## src/rtl/dpll_rx_pkg.sv

```systemverilog
// Shared types and constants for the DPLL receive sampler.
// Optional parity support is selected in the top level by DPLL_RX_PARITY_EN.
package dpll_rx_pkg;

    typedef enum logic [1:0] {
        IDLE = 2'd0,
        HUNT = 2'd1,
        DATA = 2'd2
    } state_t;

    localparam logic [7:0] SYNC_WORD_DEFAULT = 8'hA5;

    // Bit counter must cover DATA_W+1 strobes when parity is enabled.
    localparam int BIT_CNT_W  = 4;
    localparam int BYTE_CNT_W = 8;
    localparam int TMO_CNT_W  = 8;

endpackage

```

## src/rtl/dpll_sync2.sv

```systemverilog
// Two-flop synchronizer for a single asynchronous bit, synchronous active-low reset.
module dpll_sync2 (
    input  logic clk,
    input  logic reset,
    input  logic d,
    output logic q
);

    logic meta;

    // Two back-to-back flops let a metastable first stage settle.
    always_ff @(posedge clk) begin
        if (!reset) begin
            meta <= 1'b0;
            q    <= 1'b0;
        end else begin
            meta <= d;
            q    <= meta;
        end
    end

endmodule

```

## src/rtl/dpll_rx_sampler.sv

```systemverilog
// Samples serial data on recovered-clock edges, hunts for the sync word,
// assembles bytes and hands them out on a valid/ready interface.
// Optional build macro: DPLL_RX_PARITY_EN (one even-parity bit after each byte).
module dpll_rx_sampler
    import dpll_rx_pkg::*;
#(
    parameter int                DATA_W    = 8,
    parameter logic [DATA_W-1:0] SYNC_WORD = DATA_W'(SYNC_WORD_DEFAULT),
    parameter int                FRAME_LEN = 16,
    parameter int                TIMEOUT   = 255
) (
    input  logic              clk,
    input  logic              reset,
    input  logic              rec_clk,
    input  logic              syn,
    input  logic              data_in,
    output logic [DATA_W-1:0] out_data,
    output logic              out_valid,
    input  logic              out_ready,
    output logic              frame_start,
    output logic              out_perr,
    output logic              in_frame,
    output logic              overflow,
    input  logic              ovf_clr
);

`ifdef DPLL_RX_PARITY_EN
    localparam int BITS_PER_BYTE = DATA_W + 1;
`else
    localparam int BITS_PER_BYTE = DATA_W;
`endif

    localparam logic [BIT_CNT_W-1:0]  BIT_LAST   = BIT_CNT_W'(BITS_PER_BYTE - 1);
    localparam logic [BYTE_CNT_W-1:0] FRAME_LAST = BYTE_CNT_W'(FRAME_LEN - 1);
    localparam logic [TMO_CNT_W-1:0]  TMO_LAST   = TMO_CNT_W'(TIMEOUT);

    logic                  rs2, rs3, ds2, strobe;
    logic [DATA_W-1:0]     shreg, shreg_next, byte_val;
    logic [BIT_CNT_W-1:0]  bit_cnt;
    logic [BYTE_CNT_W-1:0] byte_cnt;
    logic [TMO_CNT_W-1:0]  tmo_cnt;
    logic                  abort, byte_done, can_load, byte_perr;
    state_t                state, state_n;

    dpll_sync2 u_sync_rec (.clk(clk), .reset(reset), .d(rec_clk), .q(rs2));
    dpll_sync2 u_sync_dat (.clk(clk), .reset(reset), .d(data_in), .q(ds2));

    // Extra rec_clk flop for rising-edge detection.
    always_ff @(posedge clk) begin
        if (!reset) rs3 <= 1'b0;
        else        rs3 <= rs2;
    end

    assign strobe     = rs2 & ~rs3;
    assign shreg_next = {shreg[DATA_W-2:0], ds2};
    assign abort      = ~syn | (tmo_cnt == TMO_LAST);
    assign can_load   = ~out_valid | out_ready;

`ifdef DPLL_RX_PARITY_EN
    // On the parity strobe shreg still holds the data bits; the live bit is parity.
    assign byte_val  = shreg;
    assign byte_perr = ^{shreg, ds2};
`else
    assign byte_val  = shreg_next;
    assign byte_perr = 1'b0;
`endif

    // FSM state register.
    always_ff @(posedge clk) begin
        if (!reset) state <= IDLE;
        else        state <= state_n;
    end

    // Next-state logic and byte-completion detect; abort overrides everything.
    always_comb begin
        state_n   = state;
        byte_done = 1'b0;
        unique case (state)
            IDLE: if (syn) state_n = HUNT;
            HUNT: if (strobe && shreg_next == SYNC_WORD) state_n = DATA;
            DATA: begin
                if (strobe && bit_cnt == BIT_LAST) begin
                    byte_done = 1'b1;
                    if (byte_cnt == FRAME_LAST) state_n = HUNT;
                end
            end
            default: state_n = IDLE;
        endcase
        if (abort) begin
            state_n   = IDLE;
            byte_done = 1'b0;
        end
    end

    // Lock timeout: cleared by any strobe or in IDLE, saturates at TIMEOUT.
    always_ff @(posedge clk) begin
        if (!reset)                        tmo_cnt <= '0;
        else if (state == IDLE || strobe)  tmo_cnt <= '0;
        else if (tmo_cnt != TMO_LAST)      tmo_cnt <= tmo_cnt + TMO_CNT_W'(1);
    end

    // Shift register and bit/byte counters; IDLE clears, HUNT holds counters at zero.
    always_ff @(posedge clk) begin
        if (!reset || state == IDLE) begin
            shreg    <= '0;
            bit_cnt  <= '0;
            byte_cnt <= '0;
        end else begin
            if (strobe) shreg <= shreg_next;
            if (state == HUNT) begin
                bit_cnt  <= '0;
                byte_cnt <= '0;
            end else if (strobe) begin
                if (bit_cnt == BIT_LAST) begin
                    bit_cnt  <= '0;
                    byte_cnt <= byte_cnt + BYTE_CNT_W'(1);
                end else begin
                    bit_cnt  <= bit_cnt + BIT_CNT_W'(1);
                end
            end
        end
    end

    // Output register with valid/ready handshake and sticky overflow.
    always_ff @(posedge clk) begin
        if (!reset) begin
            out_data    <= '0;
            out_valid   <= 1'b0;
            frame_start <= 1'b0;
            out_perr    <= 1'b0;
            overflow    <= 1'b0;
            in_frame    <= 1'b0;
        end else begin
            if (byte_done && can_load) begin
                out_data    <= byte_val;
                out_valid   <= 1'b1;
                frame_start <= (byte_cnt == '0);
                out_perr    <= byte_perr;
            end else if (out_valid && out_ready) begin
                out_valid <= 1'b0;
            end
            if (byte_done && !can_load) overflow <= 1'b1;
            else if (ovf_clr)           overflow <= 1'b0;
            in_frame <= (state_n == DATA);
        end
    end

endmodule

```

## config.mk

```make
export PLATFORM = sky130hd
export DESIGN_NAME = dpll_rx_sampler
export DESIGN_NICKNAME = d
export VERILOG_FILES = /design/src/rtl/dpll_rx_pkg.sv /design/src/rtl/dpll_sync2.sv /design/src/rtl/dpll_rx_sampler.sv
export SDC_FILE = /design/constraint.sdc
export NUM_CORES = 1
export LEC_CHECK = 0
export ABC_AREA = 1
export BUFFER_PORTS_ARGS = -buffer_cell sky130_fd_sc_hd__buf_4
export CORE_MARGIN = 2
export CORE_UTILIZATION = 58
export CTS_CLUSTER_DIAMETER = 40
export DETAILED_ROUTE_END_ITERATION = 12
export PLACE_DENSITY = 0.89
export RECOVER_POWER = 50
export SETUP_SLACK_MARGIN = 0.3
export SLEW_MARGIN = 20
export SYNTH_ARGS = -nofsm -noshare
export SYNTH_HDL_FRONTEND = slang
export SYNTH_SLANG_ARGS = --single-unit
```

## constraint.sdc

```tcl
create_clock -name clk -period 1.7 [get_ports clk]
set_input_delay 0.425 -clock clk [delete_from_list [all_inputs] [get_ports clk]]
set_output_delay 0.425 -clock clk [all_outputs]
set_load 0.02 [all_outputs]
```

==> key figures <==
Drt
  – Post-Route WL: 5.476 mm
  – Vias/cell: 5.423
  – Routed WL per cell: 14.84 µm
  – Number of DRC markers in iteration 0: 207
  – TritonRoute pass-1 iters: 5
  – DRC: 0
  – Final antenna-violating net count: 0
  – Vias: 2,001

Synth
  – Syn nets: 292
  – EDFF count, synth: 0
  – Largest family of logic cells by synthesized area: simple AND/OR/NAND/NOR gates
  – Synth Area in Adders: 0.02402
  – Top FF cell, synth: dfxtp_1
  – Post-synth top area share: 0.4420
  – Synth Warn #: 0
  – Post-Synthesis Cells: 281
  – Post-synthesis compound-gate area fraction: 0.1135
  – Simple-gate share of the synthesized area: 0.2973
  – Number of synthesized register bits: 46
  – Sequential element share of the synthesized area: 0.4420
  – Top cells by area, synth: dfxtp_1 44%, nand2_1 11%, a21oi_1 7.2%
  – Syn Area/Cell: 7.414 µm²
  – Mux contribution to synthesized area: 0
  – Async S/R FF share, synth: 0
  – Mapped Area: 0.002083 mm²
  – Leading area contributor after synthesis: dfxtp_1
  – Netlist cell types: 31
  – Xor/xnor share of the synthesized area: 0.02523

Finish
  – Most common cell after layout, fill and taps aside: nand2_1
  – Fin nets: 333
  – Most frequent cells in the layout: 55 x nand2_1, 42 x dfxtp_1, 35 x inv_1
  – Synth-to-layout area growth: 27.69%
  – Layout cells sized above 1: 0.2941
  – Antenna diodes: 0

Power and ir drop
  – Leakage: 1.081 nW
  – Cell Pwr Density: 639.1 mW/mm²
  – VDD IR-drop max: 0.0005452 V

Worst setup path
  – Worst EP required: 1.99 ns
  – Data arrival time of the critical path: 1.88 ns
  – Critical path start-end classification: flop to flop
  – CP cell instances: ha_4 -> nand2_4 -> nor2_4 -> nand3_2 -> nor2_4 -> buf_6 -> buf_12 -> nand3_2 -> nand2_1 -> nor2_1
  – Startpoint types: flop
  – Critical Path End Type: flop
  – Worst path max stage delay: 0.41 ns
  – CP max stage cell: dfxtp_1
  – Crit path max fanout: 5

Timing
  – Max Slew Vio Count: 0
  – Fin crit share: 0.9322
  – Setup WS post-layout: 0.1152 ns
  – Setup TNS: 0 ns
  – RSZ-0062 raised after global routing: yes
  – Final setup viols: 0
  – Min Tclk post-route: 1.585 ns
  – Max Clock Freq: 631.0 MHz
  – Clock Skews: 0.02067 ns
  – Hold Vio Cnt, Final: 0

Clocking
  – CTS tree: built
  – TritonCTS Sinks: 46
  – Clock Latency Late Sink: 0.38 ns
  – Cts hold-fix bufs: 0
  – Root Buffer: clkbuf_4
  – H-tree level count: 2
  – Reg clk slew, reported paths: 0.15 ns
  – Longest Clk Path Bufs: 2
  – CTS buffer count: 5

Place
  – Detailed placer's ending HPWL: 2.711 mm
  – RePlAce Congestion: 0.7893
  – Pre-CTS setup slack: 0.1420 ns
  – IO buf count: 18

Run status
  – Status: finished, final reports clean

Global route
  – Largest net degree at the start of global routing: 19
  – Gr ovfl total: 0
  – GRT Util Overall: 0.2479
  – First-pass GRT wire length: 7.852 mm
  – Number of global-route vias before repair: 1,814
  – Initial antenna violation count: 0

Floorplan
  – Width of the chip: 63.93 µm
  – Initial cell density of the core: 0.6146
  – Row cnt: 21
  – I/O Pins: 20
  – Die area: 0.004087 mm²
  – Die H: 63.93 µm
  – Core Region: 0.003390 mm²

Run
  – Max-cap viol count: 0

Min path
  – Min-delay worst type: input port to flop
==> path summary, 6_finish.rpt <==
path	from	to	slack (ns)	cells past startpoint
setup reg to reg	bit_cnt[0]	out_data[6]	0.12	10
hold / removal	data_in	u_sync_dat.meta	0.23	3
setup / recovery	bit_cnt[0]	out_data[6]	0.12	10
hold reg to reg	u_sync_dat.meta	u_sync_dat.q	0.43	2
==> per-stage QoR <==
step           hold WS, ns  cell area, µm²    util  std cells  total power, W
2_1_floorplan       0.3905            2083       -        281        0.001165
3_3_place_gp        0.3926            2248  0.6633        339        0.001182
3_5_place_dp        0.4041            2248  0.6633        339        0.001184
4_1_cts             0.2240            2541  0.7497        359        0.001685
5_1_grt             0.2186            2660  0.7848        369        0.001771
6_report            0.2321            2660  0.7848        369        0.001700
==> registers in the layout, indices dropped and copies added, names as in the netlist <==
signal and count:
u_sync_rec.q 1, u_sync_rec.meta 1, bit_cnt 4, u_sync_dat.q 1
frame_start 1, overflow 1, in_frame 1, tmo_cnt 8
out_valid 1, byte_cnt 8, rs3 1, state 2
shreg 7, out_data 8, u_sync_dat.meta 1
==> cell usage after synthesis (2+ instances only) <==
library cell   n
dfxtp_1       46
nand2_4        3
nor2_1        29
or2_2          2
nor2_2         5
nand4_1        4
inv_2          4
nand3_1       20
nand2_1       59
ha_1           4
xor2_1         5
nor2_4         6
a21oi_1       30
a31oi_1        2
o21ai_0       12
buf_6          2
inv_1         34
==> cell families after synthesis <==
kind of cell    after synthesis
simple gates                131
buf+inv                      47
compound gates               46
flops                        46
xor+xnor                      6
fa+ha+maj                     4
other cells                   1
==> routing by layer <==
layer | vias up | track usage | routed length, µm
met2 | 74 | 0.4310 | 2841
met3 | 19 | 0.06162 | 248
li1 | 972 | - | -
met5 | - | 0 | 0
met1 | 936 | 0.2739 | 2160
met4 | 0 | 0.1386 | 227
==> power by group <==
part / internal, W / total [W] / leakage (nW) / switching, W
logic: 0.0000316 / 0.0000830 / 0.675 / 0.0000514
registers: 0.00109 / 0.00109 / 0.374 / 0.00000550
clock network: 0.000163 / 0.000525 / 0.0322 / 0.000362
total: 0.00128 / 0.00170 / 1.08 / 0.000419
==> timing repair <==
action / in CTS / in global routing
resized for setup: 28 / 15
pin swaps: 6 / 9
buffers inserted: 10 / 9
endpoints found under the setup margin: 14 / 16
cloned: 2 / 1
==> worst max-delay path, delay by kind of cell (launching register included) <==
kind / cells / cell delay, ns
and+or+nand+nor: 7 / 0.70
DFF: 1 / 0.41
buffers and inverters: 2 / 0.23
adders and majority gates: 1 / 0.18
==> layout make-up <==
class	count	area (µm²)
flip-flops and latches	46	925.9
repair buffers	41	381.6
fillers	210	729.5
inverters	40	153.9
multi-input cells	188	1086
well taps	46	57.56
clock buffers	6	41.29
clock inverters	2	13.76
No activity file was read; power rests on OpenSTA's default activity.
